[src/rtl/upscale.sv]
// Pulse multiplier: each synchronised rising edge on din emits a burst of `up`
// single-cycle dout pulses separated by `gap` low cycles, with a 1-deep retrigger queue.
module upscale #(
    parameter int DATA_W = 16,
    parameter int GAP_W  = 16
) (
    input  logic              clk,
    input  logic              rst_n,
    input  logic              din,
    input  logic [DATA_W-1:0] up,
    input  logic [GAP_W-1:0]  gap,
    output logic              dout,
    output logic              busy,
    output logic              overflow
);

    localparam logic [1:0] S_IDLE  = 2'd0;
    localparam logic [1:0] S_PULSE = 2'd1;
    localparam logic [1:0] S_GAP   = 2'd2;

    logic              s1_q, s1_d, s2_q, s2_d;
    logic [1:0]        state_q, state_d;
    logic [DATA_W-1:0] pcnt_q, pcnt_d, up_l_q, up_l_d;
    logic [GAP_W-1:0]  gcnt_q, gcnt_d, gap_l_q, gap_l_d;
    logic              pending_q, pending_d;
    logic              dout_q, dout_d, busy_q, busy_d, overflow_q, overflow_d;

    logic              trig;
    logic              last_pulse;
    logic              gap_done;
    logic [GAP_W-1:0]  gap_eff;

    assign trig       = s1_q & ~s2_q;
    assign gap_eff    = (gap == '0) ? GAP_W'(1) : gap;
    assign last_pulse = (pcnt_q == up_l_q - DATA_W'(1));
    assign gap_done   = (gcnt_q == gap_l_q - GAP_W'(1));

    always_comb begin
        // NOTE: every _d gets its hold value first so no path leaves it unassigned (no latches).
        s1_d       = din;
        s2_d       = s1_q;
        state_d    = state_q;
        pcnt_d     = pcnt_q;
        gcnt_d     = gcnt_q;
        up_l_d     = up_l_q;
        gap_l_d    = gap_l_q;
        pending_d  = pending_q;
        overflow_d = 1'b0;

        // Retrigger while busy queues one burst; a further edge is dropped.
        if (state_q != S_IDLE && trig) begin
            if (pending_q) overflow_d = 1'b1;
            else           pending_d  = 1'b1;
        end

        case (state_q)
            S_IDLE: begin
                if (trig && up != '0) begin
                    state_d = S_PULSE;
                    up_l_d  = up;
                    gap_l_d = gap_eff;
                    pcnt_d  = '0;
                end
            end
            S_PULSE: begin
                if (last_pulse) begin
                    pending_d = 1'b0;
                    // An edge landing in this very cycle counts as pending too.
                    if ((pending_q || trig) && up != '0) begin
                        state_d = S_GAP;
                        up_l_d  = up;
                        gap_l_d = gap_eff;
                        pcnt_d  = '0;
                        gcnt_d  = '0;
                    end else begin
                        state_d = S_IDLE;
                    end
                end else begin
                    state_d = S_GAP;
                    pcnt_d  = pcnt_q + DATA_W'(1);
                    gcnt_d  = '0;
                end
            end
            S_GAP: begin
                if (gap_done) state_d = S_PULSE;
                else          gcnt_d  = gcnt_q + GAP_W'(1);
            end
            default: state_d = S_IDLE;
        endcase

        dout_d = (state_d == S_PULSE);
        busy_d = (state_d != S_IDLE);
    end

    always_ff @(posedge clk or negedge rst_n) begin
        if (!rst_n) begin
            s1_q       <= 1'b0;
            s2_q       <= 1'b0;
            state_q    <= S_IDLE;
            pcnt_q     <= '0;
            gcnt_q     <= '0;
            up_l_q     <= '0;
            gap_l_q    <= '0;
            pending_q  <= 1'b0;
            dout_q     <= 1'b0;
            busy_q     <= 1'b0;
            overflow_q <= 1'b0;
        end else begin
            // NOTE: non-blocking so every flop samples the pre-edge values.
            s1_q       <= s1_d;
            s2_q       <= s2_d;
            state_q    <= state_d;
            pcnt_q     <= pcnt_d;
            gcnt_q     <= gcnt_d;
            up_l_q     <= up_l_d;
            gap_l_q    <= gap_l_d;
            pending_q  <= pending_d;
            dout_q     <= dout_d;
            busy_q     <= busy_d;
            overflow_q <= overflow_d;
        end
    end

    assign dout     = dout_q;
    assign busy     = busy_q;
    assign overflow = overflow_q;

endmodule

[config.mk]
export PLATFORM = sky130hd
export DESIGN_NAME = upscale
export DESIGN_NICKNAME = d
export VERILOG_FILES = /design/src/rtl/upscale.sv
export SDC_FILE = /design/constraint.sdc
export NUM_CORES = 1
export LEC_CHECK = 0
export ABC_AREA = 1
export CORE_MARGIN = 1
export CORE_UTILIZATION = 35
export CTS_CLUSTER_SIZE = 24
export DETAILED_ROUTE_END_ITERATION = 16
export GPL_TIMING_DRIVEN = 0
export PLACE_DENSITY = 0.5
export SLEW_MARGIN = 5
export SYNTH_ARGS = -nofsm -noshare
export SYNTH_HDL_FRONTEND = slang
export SYNTH_SLANG_ARGS = --single-unit
[constraint.sdc]
create_clock -name clk -period 4.3 [get_ports clk]
set_input_delay 0.43 -clock clk [delete_from_list [all_inputs] [get_ports clk]]
set_output_delay 0.43 -clock clk [all_outputs]
set_load 0.1 [all_outputs]
== After elaboration in Yosys (flattened, before gate mapping) ==
Cells that the tools add are included.

* $add $sub $neg: 4
* Equal/unequal tests: 10
* Multiplexer cells: 26
* Bitwise gates (word level): 2
* Reductions and logical operators: 14

{| class="wikitable"
|+ Operators with widths
! kind !! number
|-
| 2-to-1 mux 16 bit || 12
|-
| case mux 16 bit (2 select lines) || 4
|-
| adder 16 x 1 -> 16 bit (second input constant) || 2
|-
| equality test 16 bit || 2
|-
| subtractor 16 x 1 -> 16 bit (second input constant) || 2
|-
| logical NOT 16 bit || 1
|-
| nonzero test 16 bit || 1
|-
| 2-to-1 mux 2 bit || 4
|-
| inequality test 2 bit (second input constant) || 4
|-
| nonzero test 2 bit || 4
|-
| case mux 2 bit (3 select lines) || 1
|-
| AND reduction 3 bit || 2
|-
| 2-to-1 mux 1 bit || 5
|-
| equality test 2 x 1 -> 1 bit (second input constant) || 2
|-
| AND reduction 4 bit || 1
|-
| logical AND 1 bit || 3
|-
| inequality test 3 bit (second input constant) || 1
|-
| equality test 2 bit (second input constant) || 1
|-
| logical NOT 2 bit || 1
|-
| bitwise AND 1 bit || 1
|-
| logical OR 1 bit || 1
|-
| inverter 1 bit || 1
|}

* Bits in registers: 72
* Input port bits: 35
* Output and inout bits: 3

== Logic depth before layout (Yosys ltp) ==
Gate-level depths: netlist of the first run.

* Depth after elaboration: 8
* Gate-level depth with buffers: 17
* Mapped depth without buffers: 16

== Worst setup path before layout of the first run ==
No wires, ideal clock.

* Kind: reg2reg
* Start: reg up_l_q[0]
* End: reg gcnt_q[10]
* Arrival time: 1.839 ns
* Path slack: 2.345 ns
* Cell stages (with the launch flop): 17
* Clock period less this slack: 1.955 ns
* Path through: dfrtp_1 inv_2 ha_1 nand2_2 nor2_2 nand2_1 nand2_1 nand2_1 inv_1 nand2_1 nor2_2 nand3_2 nand2_4 nand2_4 buf_6 nand2_1 nand2_1

* Longest elaborated chain between the ends: 4

{| class="wikitable"
|+ Ends and longest elaborated chain
! element !! line !! text
|-
| start, declared || 23 || <nowiki>logic [DATA_W-1:0] pcnt_q, pcnt_d, up_l_q, up_l_d;</nowiki>
|-
| start signal, assigned || 115 || <nowiki>up_l_q <= up_l_d;</nowiki>
|-
| subtractor 16 x 1 -> 16 bit * || 35 || <nowiki>assign last_pulse = (pcnt_q == up_l_q - DATA_W'(1));</nowiki>
|-
| equality test 16 bit * || 35 ||
|-
| inequality test 3 bit (no line) / 2-to-1 mux 16 bit (equally long branches) || - ||
|-
| AND reduction 3 bit (no line) / case mux 16 bit (2 select lines) (equally long branches) || - ||
|-
| end signal, assigned || 114 || <nowiki>gcnt_q <= gcnt_d;</nowiki>
|-
| end, declared || 24 || <nowiki>logic [GAP_W-1:0] gcnt_q, gcnt_d, gap_l_q, gap_l_d;</nowiki>
|}

Mark *: on every way between the ends. The rest lies on a longest branch, timed or not.
A chain may end at the register's enable or synchronous reset.

== Worst setup path after layout of the first run ==
* Start: in up[0]
* End: reg gap_l_q[2]

* Longest elaborated chain between the ends: 4

{| class="wikitable"
|+ Ends and longest elaborated chain
! element !! line !! text
|-
| start, declared || 10 || <nowiki>input logic [DATA_W-1:0] up,</nowiki>
|-
| nonzero test 16 bit * || 58, 69 ||
|-
| logical AND 1 bit (on tied branches) || 69, 58 ||
|-
| inequality test 2 bit (no line) || - ||
|-
| AND reduction 4 bit (no line) * || - ||
|-
| end signal, assigned || 116 || <nowiki>gap_l_q <= gap_l_d;</nowiki>
|-
| end, declared || 24 ||
|}

Marked as above.

==> results.yml, run 1 <==
synthesis:
  ys_top_cells_by_area: "dfrtp_1 (35%), nand2_1 (16%), nand3_1 (11%)"
  synth_top_family_by_area: "simple AND/OR/NAND/NOR gates"
  synthFlopType: "dfrtp_1"
  synth_fa_ha_area_frac: 0.00972
  synth-seq-cells: 72
  synth_top_area_frac: 0.350
  syn_area_um2: 5150
  synth_compound_area_frac: 0.0219
  async_flop_share: 1.00
  synth_cell_types: 34
  syn-num-nets: 793
  synth.avg_cell_area_um2: 6.83
  synth-edff-count: 0
  synthesis.instances: 754
  synth-simple-area-share: 0.465
  yosysWarnings: 0
  ys_seq_area_frac: 0.350
  yosysTopAreaCell: "dfrtp_1"
  synth_xor_area_frac: 0.0707
  synthMuxAreaShare: 0
placement:
  port_buffers: 37
  place_congestion: 0.868
  dp.cells: 972
  dp_hpwl_mm: 11.4
  dpl_cell_area_um2: 5760
worst_setup_path:
  worstPathRequired_ns: 4.53
  cp-end-kind: "flip-flop"
  crit_fanout: 10
  crit_type: "in -> reg"
  worstSetupStartpointType: "input port"
  arrival_ns: 2.66
drt:
  dr_total_vias: 5009
  routedWlPerCell_um: 14.5
  finalWirelength_mm: 14.3
  ant_nets: 0
  drt-pass1-iter-count: 6
  drc: 0
  vias_per_cell: 5.07
  drt_iter0_drc: 338
power_and_ir_drop:
  ir_drop_uv: 235
  p_leak_nw: 2.92
  pwr_density_cell_nw_per_um2: 578
  p_comb_frac: 0.442
  p_sw_frac: 0.442
  internal-power_mw: 1.96
  power.share.clock: 0.219
  power.total_mw: 3.51
  seqPwrFrac: 0.339
  p_sw_mw: 1.55
cts:
  path_clk_slew_ns: 0.06
  cts_setup_buffers: 0
  root_buffer: "clkbuf_16"
  insertion_delay_ns: 0.34
  cts_hold_buf: 0
  cts_sinks: 72
  ctsResizeCount: 0
  cts_tree: "done"
  cts_max_level: 3
  cts_buffers: 9
  clock_path_buffers: 2
sta:
  setup_tns_ns: 0
  skew_ns: 0.00574
  period_minus_slack_ns: 2.43
  drv_slew: 0
  post-route-period-util: 0.566
  tightest_slew_ns: 0.959
  hold_viol: 0
  max_freq_ghz: 0.411
  final-setup-viol-count: 0
  rsz0062_at_grt: "false"
  maxSlewHeadroom: 0.359
global_route:
  grt_remaining_overflow: 0
  track_usage: 0.205
  grt_pass1_wl_mm: 23.7
  antenna_found_initial: 0
  first_global_vias: 4678
  grt_start_max_net_pins: 39
floorplan:
  start_util: 0.365
  rows: 43
  dieArea_um2: 15200
  die-width_um: 123
  coreArea_um2: 14100
  boundaryPins: 38
  die_y_um: 123
finish:
  regArea_um2: 1800
  fin_nets: 842
  drive_gt1_frac: 0.0682
  fin_util: 0.430
  multiInputGateArea_um2: 2920
  stdcell_area_um2: 6070
  stdcell_count: 987
  diodes: 0
  syn_to_final_growth_pct: 17.9
  n_fill_cell: 1500
status:
  status: "complete, no violations"
flow_run:
  cap_viol_max_count: 0
hold_path:
  hold_class: "in -> async"
## cell families (layout without fill, tap and decap cells)
group,Yosys count,after routing
xor gates and xnor gates,40,40
DFF,72,72
and+or+nand+nor,519,519
adders and majority gates,4,4
AOI/OAI and AO/OA,21,21
buffers and inverters,98,151
## placed cells by master, fill, tap and decap left out, drive strengths merged, types with 10 or more instances in the layout
cell,count
nor4,11
clkdlybuf4s50,36
xnor2,14
o21ai,13
inv,69
clkbuf,28
nor3,12
nand2,232
nand3b,10
dfrtp,72
nand4,50
nand3,111
nor2,89
xor2,25
buf,14
## synth_stat cells (5+ instances only)
library cell,number
o21ai_0,12
nor3_1,10
xor2_1,25
dfrtp_1,72
a21oi_1,6
nor2_1,79
clkbuf_1,15
nor4_1,11
xnor2_1,14
nand3b_1,10
buf_6,5
nor2_2,8
inv_1,67
nand3_1,110
nand4_1,50
nand2_2,5
nand2_1,223
## power by group through the flow
stage | logic (mW) | clock network (mW) | registers (mW)
finish | 1.55 | 0.767 | 1.19
global route | 1.78 | 0.817 | 1.23
CTS | 1.56 | 0.787 | 1.19
detailed placement | 1.55 | 0 | 1.20
global placement | 1.51 | 0 | 1.19
floorplan | 1.16 | 0 | 1.16
## per-stage QoR
stage	hold slack [ns]	setup slack, ns
2_1_floorplan	0.134	2.34
4_1_cts	0.0493	1.86
6_report	0.0406	1.87
3_3_place_gp	0.401	0.110
5_1_grt	0.0656	1.58
3_5_place_dp	0.415	1.51
## sequential cells by signal, indices dropped and copies added, names as in the netlist
signal,count
s2_q,1
state_q,2
pending_q,1
up_l_q,16
s1_q,1
dout,1
busy,1
gcnt_q,16
gap_l_q,16
pcnt_q,16
overflow,1
## final cells by class
type                       instances  area share
sequential                        72       0.297
clock buffer                      12      0.0439
buffer                            28      0.0264
clock inverter                     3     0.00660
timing repair buffer              38      0.0639
inverter                          70      0.0433
multi-input combinational        584       0.482
tap                              180      0.0371
## routing by layer
metal,part of all wire,track usage,up-vias
met5,0,0,-
met4,0.014,0.0700,0
met3,0.039,0.0272,14
met2,0.43,0.306,105
met1,0.52,0.303,2309
li1,-,-,2581
## critical path, cell delays in order
cell	delay, ns
clkdlybuf4s50_1	0.46
nor4_1	0.40
nand4_1	0.32
o21ai_0	0.27
nand2_1	0.24
clkbuf_1	0.29
nand4_1	0.19
nand2_1	0.06
## worst paths after layout
kind	slack [ns]	start	end	cells after the start
worst max-delay path	1.87	up[0]	gap_l_q[2]$_DFFE_PN0P_	8
worst min-delay path	0.04	rst_n	pcnt_q[2]$_DFFE_PN0P_	1
worst max register to register	1.87	up_l_q[0]$_DFFE_PN0P_	gap_l_q[14]$_DFFE_PN0P_	14
worst min register to register	0.43	s1_q$_DFF_PN0_	s2_q$_DFF_PN0_	0
max in group asynchronous	3.70	rst_n	gcnt_q[9]$_DFFE_PN0P_	2
min in group clk	0.43	s1_q$_DFF_PN0_	s2_q$_DFF_PN0_	0
No activity file was read; power rests on OpenSTA's default activity.
==> run 2: changes to the inputs <==
Settings changed: PLACE_DENSITY 0.5 to 0.52.
Clock period 4.3 ns to 2 ns, I/O delays scaled along.
==> run 2 against run 1 <==
The run now ends with negative setup slack left. Clock skew up 0.00063 ns. Final cell count is 2.8% higher. Non-clock buffer count rose by 27. Die area did not move. Utilization rose by 4.0 points. Final area up 9.4%. Sequential cell count unchanged. Register-to-register slack lost 2.0 ns. First-iteration DRC count is 7.1% lower. Critical path type is now reg -> reg. Largest cell class unchanged.
==> results.yml, run 2 (same netlist as run 1, synthesis figures left out) <==
placement:
  place_congestion: 0.863
  dpl_cell_area_um2: 5770
  dp_hpwl_mm: 11.3
  port_buffers: 37
  preCtsSetupSlack_ns: -0.587
cts:
  clock_path_buffers: 2
  path_clk_slew_ns: 0.06
  cts_tree: "done"
  cts_sinks: 72
  root_buffer: "clkbuf_16"
  cts_buffers: 9
  cts_max_level: 3
  insertion_delay_ns: 0.34
finish:
  n_fill_cell: 1492
  fin_nets: 869
  syn_to_final_growth_pct: 28.9
  stdcell_area_um2: 6640
  mostFrequentLayoutCell: "nand2_1"
  mostFrequentLayoutCells: "nand2_1 (213), nand3_1 (92), nor2_1 (67)"
  diodes: 0
  drive_gt1_frac: 0.175
floorplan:
  start_util: 0.365
  boundaryPins: 38
  die_y_um: 123
  coreArea_um2: 14100
  dieArea_um2: 15200
  rows: 43
  die-width_um: 123
global_route:
  antenna_found_initial: 0
  grt_remaining_overflow: 0
  grt_pass1_wl_mm: 24.2
  first_global_vias: 4778
  track_usage: 0.209
  grt_start_max_net_pins: 60
sta:
  postLayoutSetupSlackWorst_ns: -0.140
  setup_tns_ns: -6.76
  skew_ns: 0.00637
  final-setup-viol-count: 66
  drv_slew: 0
  tightest_slew_ns: 0.961
  period_minus_slack_ns: 2.14
  post-route-period-util: 1.07
  maxSlewHeadroom: 0.358
  hold_viol: 0
  rsz0062_at_grt: "true"
  max_freq_ghz: 0.467
worst_setup_path:
  r2r_slack_ns: -0.14
  ff2ff_path_depth: 13
  worstSetupStartpointType: "flip-flop"
  crit_fanout: 10
  crit_type: "reg -> reg"
  cp-end-kind: "flip-flop"
  worstPathRequired_ns: 2.23
  arrival_ns: 2.37
  r2r_start: "up_l_q[1]$_DFFE_PN0P_"
  r2r_end: "gap_l_q[1]$_DFFE_PN0P_"
hold_path:
  hold_class: "in -> async"
power_and_ir_drop:
  ir_drop_uv: 555
  pwr_density_cell_nw_per_um2: 1260
  p_leak_nw: 3.19
  power.total_mw: 8.37
drt:
  routedWlPerCell_um: 14.7
  finalWirelength_mm: 14.9
  ant_nets: 0
  vias_per_cell: 5.06
  drt_iter0_drc: 314
  dr_total_vias: 5137
  drc: 0
  drt-pass1-iter-count: 4
flow_run:
  cap_viol_max_count: 0
status:
  status: "complete, but fails checks"
  violations: "negative setup slack"
run 2: routing by layer:
layer  vias to the layer above  global-route usage  part of all wire
li1                       2636                   -                 -
met1                      2365               0.303              0.51
met2                       119               0.317              0.43
met3                        17              0.0240             0.036
met4                         0              0.0776             0.017
met5                         -                   0                 0
run 2: how the worst max path moves through the flow:
stage / start / end / slack, ns / cells after the start
floorplan: up_l_q[0]$_DFFE_PN0P_ / gcnt_q[9]$_DFFE_PN0P_ / 0.04 / 16
global placement: rst_n / gap_l_q[2]$_DFFE_PN0P_ / -1.98 / 1
global route: up_l_q[2]$_DFFE_PN0P_ / gcnt_q[9]$_DFFE_PN0P_ / -0.29 / 13
finish: up_l_q[1]$_DFFE_PN0P_ / gap_l_q[1]$_DFFE_PN0P_ / -0.14 / 13
detailed placement: up[0] / dout$_DFF_PN0_ / -0.59 / 6
CTS: up_l_q[0]$_DFFE_PN0P_ / gcnt_q[8]$_DFFE_PN0P_ / -0.14 / 16
run 2: critical path, cell delays in order (launching register included):
cell and delay [ns]:
dfrtp_2 0.44, inv_2 0.08, ha_4 0.19, nand2_8 0.08
xnor2_1 0.26, nand3_1 0.11, nor2_1 0.11, nand2_1 0.08
nor2_2 0.13, nand4_1 0.10, buf_6 0.17, buf_8 0.14
nand3_1 0.07, nand2_1 0.05
run 2: repair_timing:
item,CTS,global route
hold endpoints to repair,13,0
hold buffers,1,0
gates cloned,3,0
pin swaps,19,26
setup buffers,19,4
gates resized for setup,47,65
endpoints found under the setup margin,68,71
run 2: final cells by class:
cell class              instances  area, µm²  area share
clock buffers                  13        260      0.0392
multi-input cells             584       3200       0.483
inverters                      70        268      0.0403
plain buffers                  28        204      0.0307
well taps                     180        225      0.0339
repair buffers                 65        623      0.0939
clock inverters                 3       40.0     0.00603
flip-flops and latches         72       1810       0.273
run 2: where the power goes:
part / switching [mW] / internal (mW) / leakage [nW]
clock: 0.606 / 1.03 / 0.150
combinational: 2.42 / 1.67 / 2.13
sequential: 0.724 / 1.92 / 0.910
run 2: per-stage QoR:
stage | util | hold slack (ns) | std cells
5_1_grt | 0.471 | 0.295 | 1015
6_report | 0.471 | 0.280 | 1015
3_3_place_gp | 0.407 | 0.405 | 971
4_1_cts | 0.452 | 0.287 | 1011
2_1_floorplan | - | -0.0956 | 754
3_5_place_dp | 0.409 | 0.0825 | 972
==> run 3: changes to the inputs <==
Settings changed: REMOVE_ABC_BUFFERS set to 1, TNS_END_PERCENT set to 20.
==> run 3 against run 2 <==
The run still ends with negative setup slack left. Final area is 1.2% higher. First-iteration DRC count down 23%. Setup slack better by 0.032 ns. Sequential share of layout area fell by 0.33 points. Routed wire length shrank 2.8%. Critical endpoint is now up_l_q[4]$_DFFE_PN0P_. Largest cell class unchanged. Highest routed layer unchanged.
==> results.yml, run 3 (same netlist as run 1, synthesis figures left out) <==
drt:
  ant_nets: 0
  routedWlPerCell_um: 14.5
  finalWirelength_mm: 14.5
  drc: 0
  drt_iter0_drc: 241
  dr_total_vias: 5098
  vias_per_cell: 5.11
  drt-pass1-iter-count: 5
worst_setup_path:
  crit_fanout: 10
  critPathBufInv: 1
  r2r_slack_ns: -0.11
  ff2ff_path_depth: 12
  crit_chain: "nor2_4 > nand2_4 > nor2_4 > nand2_1 > nand3_2 > nand3_2 > nor3_4 > nand2_4 > nand2_8 > buf_12 > nand4_1 > nand2_1"
  cp_slowest_stage_delay_ns: 0.46
  r2r_end: "up_l_q[4]$_DFFE_PN0P_"
  crit_type: "reg -> reg"
  worstSetupStartpointType: "flip-flop"
  cp-end-kind: "flip-flop"
  r2r_start: "up_l_q[2]$_DFFE_PN0P_"
  crit_family: "simple AND/OR/NAND/NOR gates"
  crit_start: "up_l_q[2]$_DFFE_PN0P_"
  worstPathRequired_ns: 2.28
  slowest_stage: "dfrtp_2"
  arrival_ns: 2.39
floorplan:
  boundaryPins: 38
  die-width_um: 123
  dieArea_um2: 15200
  die_y_um: 123
  coreArea_um2: 14100
  rows: 43
  start_util: 0.365
finish:
  multiInputGateArea_um2: 3300
  mostFrequentLayoutCells: "nand2_1 (214), nand3_1 (96), dfrtp_1 (64)"
  drive_gt1_frac: 0.170
  syn_to_final_growth_pct: 30.4
  diodes: 0
  n_fill_cell: 1426
  mostFrequentLayoutCell: "nand2_1"
  regArea_um2: 1810
  stdcell_area_um2: 6710
  fin_nets: 851
power_and_ir_drop:
  pwr_density_cell_nw_per_um2: 1270
  p_leak_nw: 3.21
  ir_drop_uv: 582
  power.total_mw: 8.54
global_route:
  grt_remaining_overflow: 0
  grt_pass1_wl_mm: 23.6
  first_global_vias: 4670
  antenna_found_initial: 0
  grt_start_max_net_pins: 42
  track_usage: 0.203
sta:
  max_freq_ghz: 0.474
  post-route-period-util: 1.05
  hold_viol: 0
  final-setup-viol-count: 66
  tightest_slew_ns: 0.954
  setup_tns_ns: -5.33
  period_minus_slack_ns: 2.11
  postLayoutSetupSlackWorst_ns: -0.108
  skew_ns: 0.00897
  drv_slew: 0
  maxSlewHeadroom: 0.367
  rsz0062_at_grt: "true"
cts:
  clock_path_buffers: 2
  cts_sinks: 72
  cts_buffers: 9
  insertion_delay_ns: 0.35
  cts_max_level: 3
  root_buffer: "clkbuf_16"
  path_clk_slew_ns: 0.06
  cts_tree: "done"
placement:
  place_congestion: 0.863
  dpl_cell_area_um2: 5690
  dp_hpwl_mm: 9.88
  port_buffers: 37
hold_path:
  hold_class: "in -> reg"
  worstHoldPathCells: 1
  whs_endpoint: "s1_q$_DFF_PN0_"
  min_from: "din"
status:
  status: "complete, but fails checks"
  violations: "negative setup slack"
flow_run:
  cap_viol_max_count: 0
## run 3: changes by cell type in the layout (fill, tap and decap cells not counted), moves of 4 or more
| cell | before | now |
|---|---|---|
| nand3_1 | 92 | 96 |
| nand3_2 | 19 | 14 |
| nand2_2 | 13 | 8 |
| clkbuf_2 | 5 | 0 |
| buf_6 | 11 | 4 |
| nor2_1 | 67 | 62 |
| buf_12 | 0 | 4 |
| clkbuf_1 | 12 | 1 |
## run 3: layer usage
metal	vias up	GRT usage	share of wire
met2	99	0.295	0.43
li1	2598	-	-
met4	0	0.0738	0.015
met5	-	0	0
met1	2389	0.302	0.52
met3	12	0.0286	0.038
## run 3: area by class of cell
cell class                 count  share of cell area
tap                          180              0.0336
inverter                      70              0.0395
multi-input combinational    586               0.492
clock buffer                  11              0.0362
timing repair buffer          73               0.117
clock inverter                 5              0.0119
sequential                    72               0.270
## run 3: metrics by stage
stage	setup slack, ns	utilization	hold WS, ns	instances
floorplan	-0.466	-	-0.0956	726
global placement	-1.89	0.396	0.365	943
detailed placement	-1.25	0.404	0.175	949
CTS	-0.0964	0.458	0.306	991
global route	-0.259	0.476	0.315	997
finish	-0.108	0.476	0.300	997
## run 3: worst reg2reg max path: cells and delay by family (launching register included)
kind                   cells  cell delay [ns]
DFF                        1             0.46
buffers and inverters      1             0.13
and+or+nand+nor           11             1.45
## run 3: worst max path at each step
stage / to / slack, ns / cells after the start
after floorplan: gap_l_q[0]$_DFFE_PN0P_ / -0.47 / 13
after global placement: gcnt_q[14]$_DFFE_PN0P_ / -1.89 / 1
after detailed placement: up_l_q[15]$_DFFE_PN0P_ / -1.25 / 7
after CTS: up_l_q[8]$_DFFE_PN0P_ / -0.1 / 15
after global routing: gcnt_q[14]$_DFFE_PN0P_ / -0.26 / 14
final: up_l_q[4]$_DFFE_PN0P_ / -0.11 / 12
## run 3: power by group
| part | switching, mW | leakage (nW) | internal, mW |
|---|---|---|---|
| sequential | 0.728 | 0.911 | 1.92 |
| clock | 0.651 | 0.152 | 1.12 |
| combinational | 2.40 | 2.15 | 1.72 |
| total | 3.78 | 3.21 | 4.76 |
## run 3: what timing repair did
action | in CTS | in global routing
resized for setup | 54 | 48
setup endpoints to repair | 69 | 69
buffers inserted | 22 | 4
pin swaps | 17 | 25
hold buffers | 1 | 0
hold endpoints to repair | 31 | 0
cloned | 3 | 2
